File: config.mk
export PLATFORM = sky130hd
export DESIGN_NAME = adc_responder
export DESIGN_NICKNAME = d
export VERILOG_FILES = /design/src/rtl/adc_responder.sv
export SDC_FILE = /design/constraint.sdc
export NUM_CORES = 1
export LEC_CHECK = 0
export CAP_MARGIN = 0
export CORE_ASPECT_RATIO = 0.9
export CORE_UTILIZATION = 45
export DETAILED_ROUTE_END_ITERATION = 10
export GPL_ROUTABILITY_DRIVEN = 0
export PLACE_DENSITY = 0.87
export SLEW_MARGIN = 20
export SYNTH_ARGS = -nofsm -noshare
export SYNTH_HDL_FRONTEND = slang
export SYNTH_SLANG_ARGS = --single-unit
File: constraint.sdc
create_clock -name clk -period 3.17 [get_ports clk]
set_input_delay 0.634 -clock clk [delete_from_list [all_inputs] [get_ports clk]]
set_output_delay 0.634 -clock clk [all_outputs]
set_load 0.1 [all_outputs]
File: src/rtl/adc_responder.sv
// ---------------------------------------------------------------------------
// adc_responder
//
// Synthesizable stand-in for an LTC2308-style serial ADC. It answers the
// CONVST/SCK/SDI/SDO link driven by the ADC master, which lets the master be
// exercised in loopback or simulation without the real converter. Sample
// values come from fabric inputs, one 12-bit word per channel.
//
// All ADC_* inputs are asynchronous to clk and are synchronized internally.
// clk must run at least 8x the ADC_SCK frequency.
//
// Parameters:
//   CONV_CYCLES  clk cycles spent in CONV before the MSB appears on ADC_SDO
//                (1..255)
//   NBITS        data bits per frame; must be 12
//
// Ports:
//   clk          oversampling clock
//   reset_n      asynchronous active-low reset
//   ch_data      eight samples, channel k at [12k+11:12k]
//   ADC_CONVST   conversion start from the master (rising edge significant)
//   ADC_SCK      serial clock from the master, idles low
//   ADC_SDI      config bits from the master, sampled on SCK rise
//   ADC_SDO      sample data to the master, MSB first, changes after SCK fall
//   cfg_word     config in effect: {S/D, O/S, S1, S0, UNI, SLP}
//   busy         high while converting or shifting
//   frame_done   one-clk pulse when a full 12-bit frame completes
//   conv_count   number of completed frames, wraps at 0xFFFF
// ---------------------------------------------------------------------------
module adc_responder #(
   parameter int unsigned CONV_CYCLES = 4,
   parameter int unsigned NBITS       = 12
) (
   input  logic                 clk,
   input  logic                 reset_n,
   input  logic [8*NBITS-1:0]   ch_data,
   input  logic                 ADC_CONVST,
   input  logic                 ADC_SCK,
   input  logic                 ADC_SDI,
   output logic                 ADC_SDO,
   output logic [5:0]           cfg_word,
   output logic                 busy,
   output logic                 frame_done,
   output logic [15:0]          conv_count
);

   // Elaboration-time parameter checks.
   if (NBITS != 12) begin : g_nbits_check
      $error("adc_responder: NBITS must be 12");
   end
   if (CONV_CYCLES < 1 || CONV_CYCLES > 255) begin : g_conv_check
      $error("adc_responder: CONV_CYCLES must be in 1..255");
   end

   typedef enum logic [1:0] {
      ST_IDLE  = 2'd0,
      ST_CONV  = 2'd1,
      ST_SHIFT = 2'd2
   } state_t;

   localparam logic [7:0] CONV_LOAD   = 8'(CONV_CYCLES);
   localparam logic [3:0] LAST_BIT    = 4'(NBITS - 1);
   localparam logic [5:0] CFG_DEFAULT = 6'b100010;   // single-ended ch0, unipolar

   // ------------------------------------------------------------------------
   // Input synchronizers. Stages [0] and [1] are the two-flop synchronizer;
   // stage [2] holds the previous synchronized value for edge detection.
   // ------------------------------------------------------------------------
   logic [2:0] convst_sync_q;
   logic [2:0] sck_sync_q;
   logic [1:0] sdi_sync_q;

   // NOTE: every register uses non-blocking assignment so all flops sample
   // the same pre-edge values; blocking here would collapse the synchronizer
   // stages into a single flop.
   always_ff @(posedge clk or negedge reset_n) begin
      if (!reset_n) begin
         convst_sync_q <= '0;
         sck_sync_q    <= '0;
         sdi_sync_q    <= '0;
      end else begin
         convst_sync_q <= {convst_sync_q[1:0], ADC_CONVST};
         sck_sync_q    <= {sck_sync_q[1:0], ADC_SCK};
         sdi_sync_q    <= {sdi_sync_q[0], ADC_SDI};
      end
   end

   logic convst_rise;
   logic sck_rise;
   logic sck_fall;
   logic sdi_sync;

   assign convst_rise = convst_sync_q[1] & ~convst_sync_q[2];
   assign sck_rise    = sck_sync_q[1] & ~sck_sync_q[2];
   assign sck_fall    = ~sck_sync_q[1] & sck_sync_q[2];
   assign sdi_sync    = sdi_sync_q[1];

   // ------------------------------------------------------------------------
   // Channel selection: chan = {S1, S0, O/S} out of {S/D, O/S, S1, S0, UNI, SLP}.
   // ------------------------------------------------------------------------
   logic [NBITS-1:0] ch_arr [8];
   logic [2:0]       chan;
   logic [5:0]       cfg_q;

   always_comb begin
      for (int k = 0; k < 8; k++) begin
         ch_arr[k] = ch_data[k*NBITS +: NBITS];
      end
   end

   assign chan = {cfg_q[3], cfg_q[2], cfg_q[4]};

   // ------------------------------------------------------------------------
   // Protocol FSM with registered outputs.
   // ------------------------------------------------------------------------
   state_t           state_q;
   logic [NBITS-1:0] shreg_q;
   logic [7:0]       timer_q;
   logic [3:0]       bitcnt_q;
   logic [2:0]       cfgcnt_q;
   logic [5:0]       cfg_shift_q;
   logic             sdo_q;
   logic             frame_done_q;
   logic [15:0]      conv_count_q;

   // NOTE: the asynchronous reset returns every output to its idle value the
   // moment reset_n falls, even mid-frame, without waiting for a clk edge.
   always_ff @(posedge clk or negedge reset_n) begin
      if (!reset_n) begin
         state_q      <= ST_IDLE;
         shreg_q      <= '0;
         timer_q      <= '0;
         bitcnt_q     <= '0;
         cfgcnt_q     <= '0;
         cfg_shift_q  <= '0;
         cfg_q        <= CFG_DEFAULT;
         sdo_q        <= 1'b0;
         frame_done_q <= 1'b0;
         conv_count_q <= '0;
      end else begin
         frame_done_q <= 1'b0;

         // A CONVST rise restarts the conversion from any state; it also
         // takes priority over an SCK rise detected in the same cycle.
         if (convst_rise) begin
            shreg_q <= ch_arr[chan];
            timer_q <= CONV_LOAD;
            sdo_q   <= 1'b0;
            state_q <= ST_CONV;
         end else begin
            case (state_q)
               ST_IDLE: begin
                  sdo_q <= 1'b0;
               end

               ST_CONV: begin
                  sdo_q <= 1'b0;
                  if (timer_q <= 8'd1) begin
                     sdo_q    <= shreg_q[NBITS-1];
                     bitcnt_q <= '0;
                     cfgcnt_q <= '0;
                     state_q  <= ST_SHIFT;
                  end else begin
                     timer_q <= timer_q - 8'd1;
                  end
               end

               ST_SHIFT: begin
                  if (sck_rise) begin
                     // Only the first six SDI bits of a frame form the config.
                     if (cfgcnt_q < 3'd6) begin
                        cfg_shift_q <= {cfg_shift_q[4:0], sdi_sync};
                        cfgcnt_q    <= cfgcnt_q + 3'd1;
                     end
                  end else if (sck_fall) begin
                     bitcnt_q <= bitcnt_q + 4'd1;
                     shreg_q  <= {shreg_q[NBITS-2:0], 1'b0};
                     if (bitcnt_q == LAST_BIT) begin
                        sdo_q        <= 1'b0;
                        frame_done_q <= 1'b1;
                        conv_count_q <= conv_count_q + 16'd1;
                        state_q      <= ST_IDLE;
                        // A partial config is dropped; it only ever takes
                        // effect at the next CONVST.
                        if (cfgcnt_q == 3'd6) begin
                           cfg_q <= cfg_shift_q;
                        end
                     end else begin
                        sdo_q <= shreg_q[NBITS-2];
                     end
                  end
               end

               default: begin
                  sdo_q   <= 1'b0;
                  state_q <= ST_IDLE;
               end
            endcase
         end
      end
   end

   assign ADC_SDO    = sdo_q;
   assign cfg_word   = cfg_q;
   assign busy       = (state_q != ST_IDLE);
   assign frame_done = frame_done_q;
   assign conv_count = conv_count_q;

endmodule

**After elaboration in Yosys (flattened, before gate mapping)**

Cells that the tools add are included.

- Flip-flop bits (word level): 67
- Input port bits: 101
- Output and inout port bits: 25
- Logic and storage cells: 95

- $add $sub $neg: 4
- $lt $le $gt $ge: 3
- Eq/ne operators: 16
- Muxes and demuxes: 35
- Bitwise logic cells: 9
- Reductions and logical operators: 15

Operators by type and width:

| cell | number |
|---|---|
| 12-bit two-way mux | 6 |
| 12-bit binary-select mux with 3-bit select | 1 |
| 8-bit two-way mux | 3 |
| 5-bit AND reduction | 4 |
| 16-bit by 1-bit adder with 16-bit output (second input constant) | 1 |
| 2-bit inequality test (second input constant) | 8 |
| 4-bit two-way mux | 3 |
| 3-bit inequality test (second input constant) | 4 |
| 1-bit two-way mux | 10 |
| 2-bit two-way mux | 5 |
| 2-bit nonzero test | 5 |
| 3-bit two-way mux | 3 |
| 8-bit by 1-bit <= comparator with 1-bit output (second input constant) | 1 |
| 4-bit case mux with 2 select lines | 1 |
| 8-bit by 1-bit subtractor with 8-bit output (second input constant) | 1 |
| 2-bit case mux with 3 select lines | 1 |
| 3-bit case mux with 2 select lines | 1 |
| 6-bit AND reduction | 1 |
| 1-bit inverter | 5 |
| 4-bit by 1-bit adder with 4-bit output (second input constant) | 1 |
| 4-bit == test (second input constant) | 1 |
| 4-bit greater-or-equal comparator (second input constant) | 1 |
| 3-bit inverter with 4-bit output | 1 |
| 2-bit AND reduction | 2 |
| other kinds (10) | 12 |

**Longest topological paths before layout**

- Depth after elaboration: 6
- Gate-level depth with buffers: 7
- Mapped depth without buffers: 6

**Least setup slack after synthesis**

Ideal clock, no wire load.

- Kind: reg-to-reg
- Start point: register cfg_q[4], in the netlist cfg_word[4]
- End point: register shreg_q[10]
- Library setup time: 137 ps
- Data arrival time: 2327 ps
- Data required time: 3033 ps
- Slack: 706 ps
- Cell stages (with the launch flop): 7
- Buffers on the path: 2
- Clock period less this slack: 2464 ps
- Path through: dfrtp_1 > buf_2 > buf_6 > mux4_2 > nor2b_1 > a211oi_1 > a21oi_1

- Cells in the longest elaborated chain, start to end: 5

Ends and longest elaborated chain:

| item | line | source |
|---|---|---|
| start: declaration | 103 | `logic [5:0] cfg_q;` |
| start signal: assignment | 186 | `cfg_q <= cfg_shift_q;` |
| 3-bit inverter with 4-bit output (not written as such) | 146 | `shreg_q <= ch_arr[chan];` |
| 12-bit binary-select mux with 3-bit select | 146 |  |
| 12-bit two-way mux (not written as such) (2 in a row) | 146 |  |
| 12-bit two-way mux | 145 | `if (convst_rise) begin` |
| end signal: assignment | 146 |  |
| end signal: assignment | 177 | `shreg_q <= {shreg_q[NBITS-2:0], 1'b0};` |
| end: declaration | 117 | `logic [NBITS-1:0] shreg_q;` |

Every way passes these cells. The select of a mux whose other input is x is not followed.
A chain may end at the register's enable or synchronous reset.

**Final worst setup path**

- Start point: register cfg_q[2], in the netlist cfg_word[2]
- End point: output cfg_word[2]

RTL lines:

| item | line | source |
|---|---|---|
| end: declaration | 41 | `output logic [5:0] cfg_word,` |

No word-level cell between the ends.

==> metrics.md <==
| Metric | Value |
|---|---|
| Post-synth EDFFs | 0 |
| Total track usage | 0.237 |
| Most frequent standard cell in the layout excluding fill and tap cells | clkdlybuf4s50_1 |
| HP Class | flip-flop to flip-flop |
| Initial antenna violation count | 0 |
| Antenna-violating nets left | 0 |
| Mapped Area | 3820 sq um |
| CP Data Arrival Time | 1.79 ns |
| Clock tree buffer depth | 2 |
| Yosys warning count | 0 |
| Highest clock rate | 412 MHz |
| Worst path max stage delay | 1.02 ns |
| Max VDD drop | 0.334 mV |
| Tmin final | 2.43 ns |
| Routed via count | 3,007 |
| RSZ-0062 raised after global routing | false |
| CTS clock-pin slew for the worst setup and hold paths | 0.07 ns |
| Rel. slew slack | 0.322 |
| Via density | 5.58 |
| Antenna cells | 0 |
| Period utilization | 0.765 |
| Routed len/inst | 18.3 um |
| Post-CTS Setup Inserts | 0 |
| Cell Rows | 31 |
| Share of cells above drive strength 1 | 0.227 |
| Pwr dens | 500 nW/um^2 |
| Synth Flop Type | dfrtp_1 |
| Number of H-tree levels | 3 |
| DIE AREA | 8860 sq um |
| Crit path kind | flip-flop to output port |
| CP bufs+invs | 1 |
| Cts repair resizes | 0 |
| Final Hold Fails | 0 |
| Nets | 545 |
| Detailed Place HPWL | 7680 um |
| Port buffer count | 125 |
| Setup TNS | 0 ns |
| Synthesized flop and latch total | 67 |
| Crit-path max FO | 24 |
| Vias in the first global route | 3,112 |
| Die W | 99.1 um |
| Clock root cell | clkbuf_8 |
| Crit path required time | 2.54 ns |
| Cts hold-fix bufs | 0 |
| Final Max Slew Viols | 0 |
| Max Cap Viol | 0 |
| Post-Syn Nets | 419 |
| DRC Markers | 0 |
| # setup viols final | 0 |
| Clk Latency, worst-skew pair | 0.34 ns |
| Slew @ Worst Pin | 1.02 ns |
| Syn Inst Count | 309 |
| Placed instance area | 5110 sq um |
| Finished Layout Cells | 539 |
| Worst hold slack | 0.350 ns |
| Starting density of the core | 0.469 |
| CP delay by family, top | flip-flops |
| Setup Skew | 0.00735 ns |
| Final instance area | 5330 sq um |
| Grt ovf | 0 |
| Core ar. | 8150 sq um |
| Global-route wire length before repair | 15,700 um |
| Pre-Repair DR Iteration Count | 4 |
| Avg Inst Size Synth | 12.4 sq um |
| Area growth syn-to-layout | 39.4% |
| Register area share after synthesis | 0.439 |
| # placed instances | 523 |
| Crit path launch type | flip-flop |
| Pleak | 2.29 nW |
| Clock Sinks | 67 |
| Distinct cells, synth | 54 |
| CP Capture Type | output port |
| First DRT Iteration DRCs | 136 |
| CTS tree | built |
| Chip Height | 89.4 um |
| Ys async rst share | 1.00 |
| Worst path slowest cell | dfrtp_1 |
| CTS Buf Count | 9 |
| Worst path cell trace | buf_4 |
| I/O pins | 126 |
| Most frequent cells in the layout | clkdlybuf4s50_1, dfrtp_1, buf_4 |
| Status | completed |
| Pin count of the biggest net entering global routing | 34 |
| Total Wirelength | 9860 um |
report_power, final:
part           total, mW  internal, mW  leakage (nW)  switching [mW]
Sequential          1.08         0.968         0.862           0.107
Clock              0.738         0.409         0.106           0.329
Combinational      0.848         0.398          1.32           0.450
Total               2.66          1.77          2.29           0.887
cells in the mapped netlist, types with 5 or more instances:
cell type	n	share of area
xnor2_1	15	0.034
xor2_1	5	0.011
mux2i_1	14	0.037
a211oi_1	11	0.022
a21oi_1	14	0.018
inv_1	7	0.0069
nor2b_1	15	0.025
clkbuf_1	8	0.0079
ha_1	9	0.029
nand2_1	14	0.014
dfrtp_1	65	0.43
nand4_1	7	0.011
nor2_1	9	0.0088
mux4_2	24	0.14
mux2_2	13	0.038
nand3_1	11	0.014
buf_2	5	0.0065
sequential cells by signal, indices dropped and copies added, names as in the netlist:
name / cells
conv_count: 16
shreg_q: 12
timer_q: 8
cfg_shift_q: 6
cfg_word: 6
bitcnt_q: 4
cfgcnt_q: 3
convst_sync_q: 3
sck_sync_q: 3
sdi_sync_q: 2
state_q: 2
ADC_SDO: 1
frame_done: 1
per-stage QoR:
step	worst slack [ns]	util	power (mW)
after floorplan	0.706	-	1.67
after global placement	1.01	0.628	1.90
after detailed placement	0.997	0.628	1.94
after CTS	0.753	0.654	2.68
after global routing	0.692	0.654	2.81
final	0.744	0.654	2.66
area by class of cell:
cell class | instances | area, sq um
well taps | 99 | 124
repair buffers | 133 | 1270
clock inverters | 5 | 60.1
multi-input cells | 217 | 2020
fillers | 633 | 2820
flip-flops and latches | 67 | 1680
clock buffers | 11 | 151
inverters | 7 | 26.3
path summary, 6_finish.rpt:
check / cells past startpoint / end / slack (ns) / start
max in group asynchronous: 2 / cfg_word[1] / 2.00 / reset_n
worst min register to register: 0 / sdi_sync_q[1] / 0.35 / sdi_sync_q[0]
min in group asynchronous: 1 / conv_count[12] / 0.37 / reset_n
worst max register to register: 4 / cfgcnt_q[1] / 1.02 / timer_q[2]
worst min-delay path: 0 / sdi_sync_q[1] / 0.35 / sdi_sync_q[0]
worst max-delay path: 1 / cfg_word[2] / 0.74 / cfg_word[2]
cells by family (layout without fill, tap and decap cells):
group / after synthesis / in the layout / synth area share
AOI/OAI and AO/OA: 47 / 47 / 0.0855
xor gates and xnor gates: 20 / 20 / 0.0458
adders and majority gates: 9 / 9 / 0.0295
buffers and inverters: 25 / 156 / 0.0331
DFF: 67 / 67 / 0.439
muxes: 51 / 51 / 0.216
and+or+nand+nor: 90 / 90 / 0.150
per-layer routing:
metal	track usage	vias up	part of all wire
li1	-	1415	-
met1	0.309	1502	0.45
met2	0.390	69	0.49
met3	0.0571	21	0.048
met4	0.0869	0	0.020
met5	0	-	0
(Power assumes the default switching activity.)
==> RTL change 1 (same flow settings) <==
Register the output `conv_count` once more, with the module's reset; this adds one clock of latency there. The other outputs are not delayed to match.
--- a/src/rtl/adc_responder.sv
+++ b/src/rtl/adc_responder.sv
@@ -204,7 +204,13 @@
    assign cfg_word   = cfg_q;
    assign busy       = (state_q != ST_IDLE);
    assign frame_done = frame_done_q;
-   assign conv_count = conv_count_q;
+   always_ff @(posedge clk or negedge reset_n) begin
+      if (!reset_n) begin
+         conv_count <= '0;
+      end else begin
+         conv_count <= conv_count_q;
+      end
+   end
 
 endmodule
 
Check against the original RTL: same outputs for any inputs over 10 cycles, from zero or initial values and one cycle with reset_n low; that may be too few to reach the edited logic, so the function may still have changed.
==> RTL change 1 against the original RTL <==
  * Sequential cell count increased by 16
  * Area after synthesis increased by 7.6%
  * Total power rose by 9.8%
  * First-iteration DRC count up 80%
  * Cell area grew 6.4%
  * Utilization fell by 0.47 points
  * Routed wire length increased by 1.2%
  * Sequential power rose by 19%
  * Die area up 7.4%
  * Setup slack hardly changed
  * Critical path type is now flip-flop to flip-flop
  * Largest cell class is now registers
==> RTL change 1: results <==
finish:
  largestRegisters: "conv_count x16, conv_count_q x16, shreg_q x12"
  seqCellArea_sq_mm: 0.00208
  nFillCells: 654
  nNetsFinal: 570
  inverters: 9
  buffers_excl_clock: 132
  clock_cell_area_share_pct: 3.95
  multi_input_area_share_pct: 33.8
  nClkBuffers: 9
  final-nonclk-buf-share_pct: 22.3
  drive_above_1_share_pct: 20.6
  multi_input_gates: 225
synth:
  synthArstFlopShare_pct: 100
  synthTopCellsByCount: "dfrtp_1 (81), nand2_1 (30), mux4_2 (24), clkbuf_1 (14), mux2_2 (14)"
  ys_types: 49
  netlist_top_cells_area: "dfrtp_1 (49%), mux4_2 (13%), mux2_2 (3.8%), ha_1 (2.7%), nand2_1 (2.7%)"
  synth_nets: 446
  yosysSeqAreaShare_pct: 50.6
routing:
  dr_total_vias: 3187
  post_drt_wl_per_cell_um: 17.1
  drt_iter0_drc: 245
  dr.pass1.iters: 6
worst_setup_path:
  crit_fanout: 10
  crit_path_max_incr_delay_ns: 0.76
  reg2reg_setup_slack_ns: 0.74
  rr_endpoint: "conv_count_q[12]"
  arrival_ns: 2.67
  r2r.worst_path.cells: 6
  cp-end-kind: "flip-flop"
  path_delay_family: "simple AND/OR/NAND/NOR gates"
  crit_start: "state_q[0]"
  cp_slowest_cell: "or4b_2"
grt:
  grt_start_max_net_pins: 84
  grt_use_total_pct: 22.3
  antenna_found_initial: 0
  grt_pass1_wl_um: 16100
timing:
  slew_violations: 0
  relSlewSlack_pct: 34.5
  clock_skew_ns: 0.00921
clocking:
  cts_setup_buffers: 0
  cts_resized: 0
  clock_sinks: 83
  clk-insertion-delay-late_ns: 0.36
hold_path:
  hold_class: "input pin to async pin"
power_and_ir_drop:
  power_combinational_mw: 0.806
  power.share.combinational_pct: 27.6
  ir_drop_v: 0.000331
  cellLeakagePower_nw: 2.43
  p_seq_mw: 1.28
  switching_share_pct: 32.2
place:
  post-dp-hpwl_um: 7480
run_status:
  status: "complete, no violations"
-- RTL change 1: cell types whose count changed after synthesis, sizes merged, moves of 3 or more --
cell / change
nor2: +3
o2bb2ai: +3
a21oi: -7
xnor2: -5
o211ai: -3
clkbuf: +7
dfrtp: +16
nor3: +5
buf: -6
mux2i: -13
a31oi: +9
nand2: +16
xor2: +3
-- RTL change 1: through the flow --
step           hold WS, ns  utilization, %  setup slack, ns  cell area, sq um  std cells
2_1_floorplan        0.331               -            0.467              4110        336
3_3_place_gp         0.335            62.1            0.879              5420        567
3_5_place_dp         0.336            62.1            0.764              5420        567
4_1_cts              0.357            64.7            0.758              5640        583
5_1_grt              0.246            64.9            0.531              5670        584
6_report             0.225            64.9            0.743              5670        584
-- RTL change 1: cell families (layout without fill, tap and decap cells) --
kind of cell | count (synthesis) | count (layout) | share of synthesized area, %
and+or+nand+nor | 105 | 105 | 13.6
adders and majority gates | 9 | 9 | 2.74
AOI/OAI and AO/OA | 54 | 54 | 9.13
xor gates and xnor gates | 18 | 18 | 3.84
muxes | 39 | 39 | 17.2
DFF | 83 | 83 | 50.6
buffers and inverters | 28 | 157 | 2.86
-- RTL change 1: how the worst min path moves through the flow --
stage	start	slack (ns)	endpoint	depth (start not counted)
3_3_place_gp	sdi_sync_q[0]	0.33	sdi_sync_q[1]	0
4_1_cts	sck_sync_q[0]	0.36	sck_sync_q[1]	0
2_1_floorplan	convst_sync_q[0]	0.33	convst_sync_q[1]	0
3_5_place_dp	sck_sync_q[0]	0.34	sck_sync_q[1]	0
5_1_grt	reset_n	0.25	conv_count[8]	1
6_report	reset_n	0.22	conv_count[9]	1
-- RTL change 1: routing by layer --
layer	track usage [%]	wire [um]
met1	30.3	4140
met2	34.8	5190
met3	5.13	410
met4	8.69	231
met5	0	0
==> RTL change 2 (same flow settings) <==
Made on the original files. Encoding of `state_t`: now one-hot (3 bits for 3 states).
--- a/src/rtl/adc_responder.sv
+++ b/src/rtl/adc_responder.sv
@@ -52,10 +52,10 @@
       $error("adc_responder: CONV_CYCLES must be in 1..255");
    end
 
-   typedef enum logic [1:0] {
-      ST_IDLE  = 2'd0,
-      ST_CONV  = 2'd1,
-      ST_SHIFT = 2'd2
+   typedef enum logic [2:0] {
+      ST_IDLE  = 3'b001,
+      ST_CONV  = 3'b010,
+      ST_SHIFT = 3'b100
    } state_t;
 
    localparam logic [7:0] CONV_LOAD   = 8'(CONV_CYCLES);
Function: no difference found for any inputs over 10 cycles, from zero or initial values and one cycle with reset_n low; not proved beyond that.
==> RTL change 2 against the original RTL <==
  * Critical path depth rose by 3
  * Critical endpoint is now cfg_word[3]
  * Critical path type is now flip-flop to flip-flop
  * Synthesized cell count grew 5.5%
  * Largest cell class unchanged
  * Setup slack better by 0.020 ns
  * Register-to-register slack got worse by 0.26 ns
  * Cell area down 0.16%
  * Routed wire length up 1.7%
  * Area after synthesis down 0.26%
  * Via count up 7.2%
  * Sequential cell count increased by 1
Power is not compared: it rests on default switching activity, and its combinational part moved more than twofold at a synthesized area within 25%.
==> RTL change 2: results <==
worst_setup_path:
  path_delay_family: "simple AND/OR/NAND/NOR gates"
  critPathCapture: "cfg_word[3]"
  crit_path_max_incr_delay_ns: 0.54
  critPathLaunchType: "flip-flop"
  crit_fanout: 9
  arrival_ns: 2.63
  reg2reg_setup_slack_ns: 0.76
  cp_slowest_cell: "or3b_1"
  r2r.worst_path.cells: 4
  r2r_start: "state_q[2]"
synth:
  yosysSeqAreaShare_pct: 44.7
  syn_avg_cell_area_sq_um: 11.7
  synth_nets: 433
  ys_types: 49
  netlist_top_cells_area: "dfrtp_1 (43%), mux4_2 (14%), nand2_1 (3.3%), xnor2_1 (3.2%), a211oi_1 (2.8%)"
  synthTopCellsByCount: "dfrtp_1 (65), nand2_1 (33), mux4_2 (24), nor2b_1 (15)"
  synth_ff_type: "dfrtp_1"
  synthArstFlopShare_pct: 100
finish:
  final_cells: 557
  nFillCells: 638
  num_antenna_cells: 0
  largest_register_ffs: 16
  drive_above_1_share_pct: 21.0
grt:
  antenna_found_initial: 0
  first_global_vias: 3034
  grt_use_total_pct: 22.6
  grt_start_max_net_pins: 41
  grt_pass1_wl_um: 15200
power_and_ir_drop:
  cellLeakagePower_nw: 2.18
run_status:
  status: "complete, no violations"
routing:
  routed_wl_um: 10000
  dr.pass1.iters: 5
  vias_per_cell: 5.79
  drt_iter0_drc: 234
clocking:
  path_clk_slew_ns: 0.07
  cts_buffers: 9
  cts_buffer_depth: 2
  cts_resized: 0
timing:
  worst_slew_pin_slew_ns: 0.963
  clock_skew_ns: 0.0108
place:
  post-dp-hpwl_um: 7740
  placedCellCount: 541
hold_path:
  hold_class: "input pin to async pin"
[RTL change 2: logic make-up after synthesis]
family,count (synthesis),share of synthesized area (%)
AO/OA/AOI/OAI,54,9.88
XOR/XNOR,18,4.14
adder cells (fa/ha/maj),6,1.97
buffers and inverters,22,2.66
flip-flops,68,44.7
multiplexers,39,19.2
AND/OR/NAND/NOR,119,17.4
[RTL change 2: metrics by stage]
| step | area, sq um | setup WS (ns) | power, mW | hold WS (ns) | utilization [%] |
|---|---|---|---|---|---|
| after floorplan | 3810 | 0.563 | 1.12 | 0.331 | - |
| after global placement | 5120 | 0.854 | 1.29 | 0.334 | 62.9 |
| after detailed placement | 5120 | 0.767 | 1.31 | 0.342 | 62.9 |
| after CTS | 5320 | 0.767 | 1.98 | 0.352 | 65.3 |
| after global routing | 5320 | 0.670 | 2.06 | 0.366 | 65.3 |
| final | 5320 | 0.763 | 1.96 | 0.344 | 65.3 |
[RTL change 2: layout make-up]
cell class	instances	area, sq um	area share [%]
clock buffer	15	186	3.51
sequential	68	1710	32.1
tap	99	124	2.33
multi-input combinational	236	2000	37.7
inverter	4	15.0	0.282
clock inverter	1	5.00	0.0941
timing repair buffer	134	1280	24.0
[RTL change 2: worst min path at each step]
stage | from | endpoint | slack, ns | cells past startpoint
finish | reset_n | frame_done | 0.34 | 1
global route | sck_sync_q[0] | sck_sync_q[1] | 0.37 | 0
CTS | reset_n | timer_q[4] | 0.35 | 1
detailed placement | sck_sync_q[0] | sck_sync_q[1] | 0.34 | 0
global placement | convst_sync_q[0] | convst_sync_q[1] | 0.33 | 0
floorplan | convst_sync_q[0] | convst_sync_q[1] | 0.33 | 0
[RTL change 2: routing by layer]
metal	GRT usage, %	wire (um)	up-vias
met5	0	0	-
li1	-	-	1499
met2	36.6	5240	76
met3	4.38	349	15
met1	31.5	4330	1633
met4	6.51	95	0
[RTL change 2: power breakdown]
group | switching (mW) | internal (mW)
clock | 0.295 | 0.369
sequential | 0.0435 | 0.913
combinational | 0.144 | 0.197
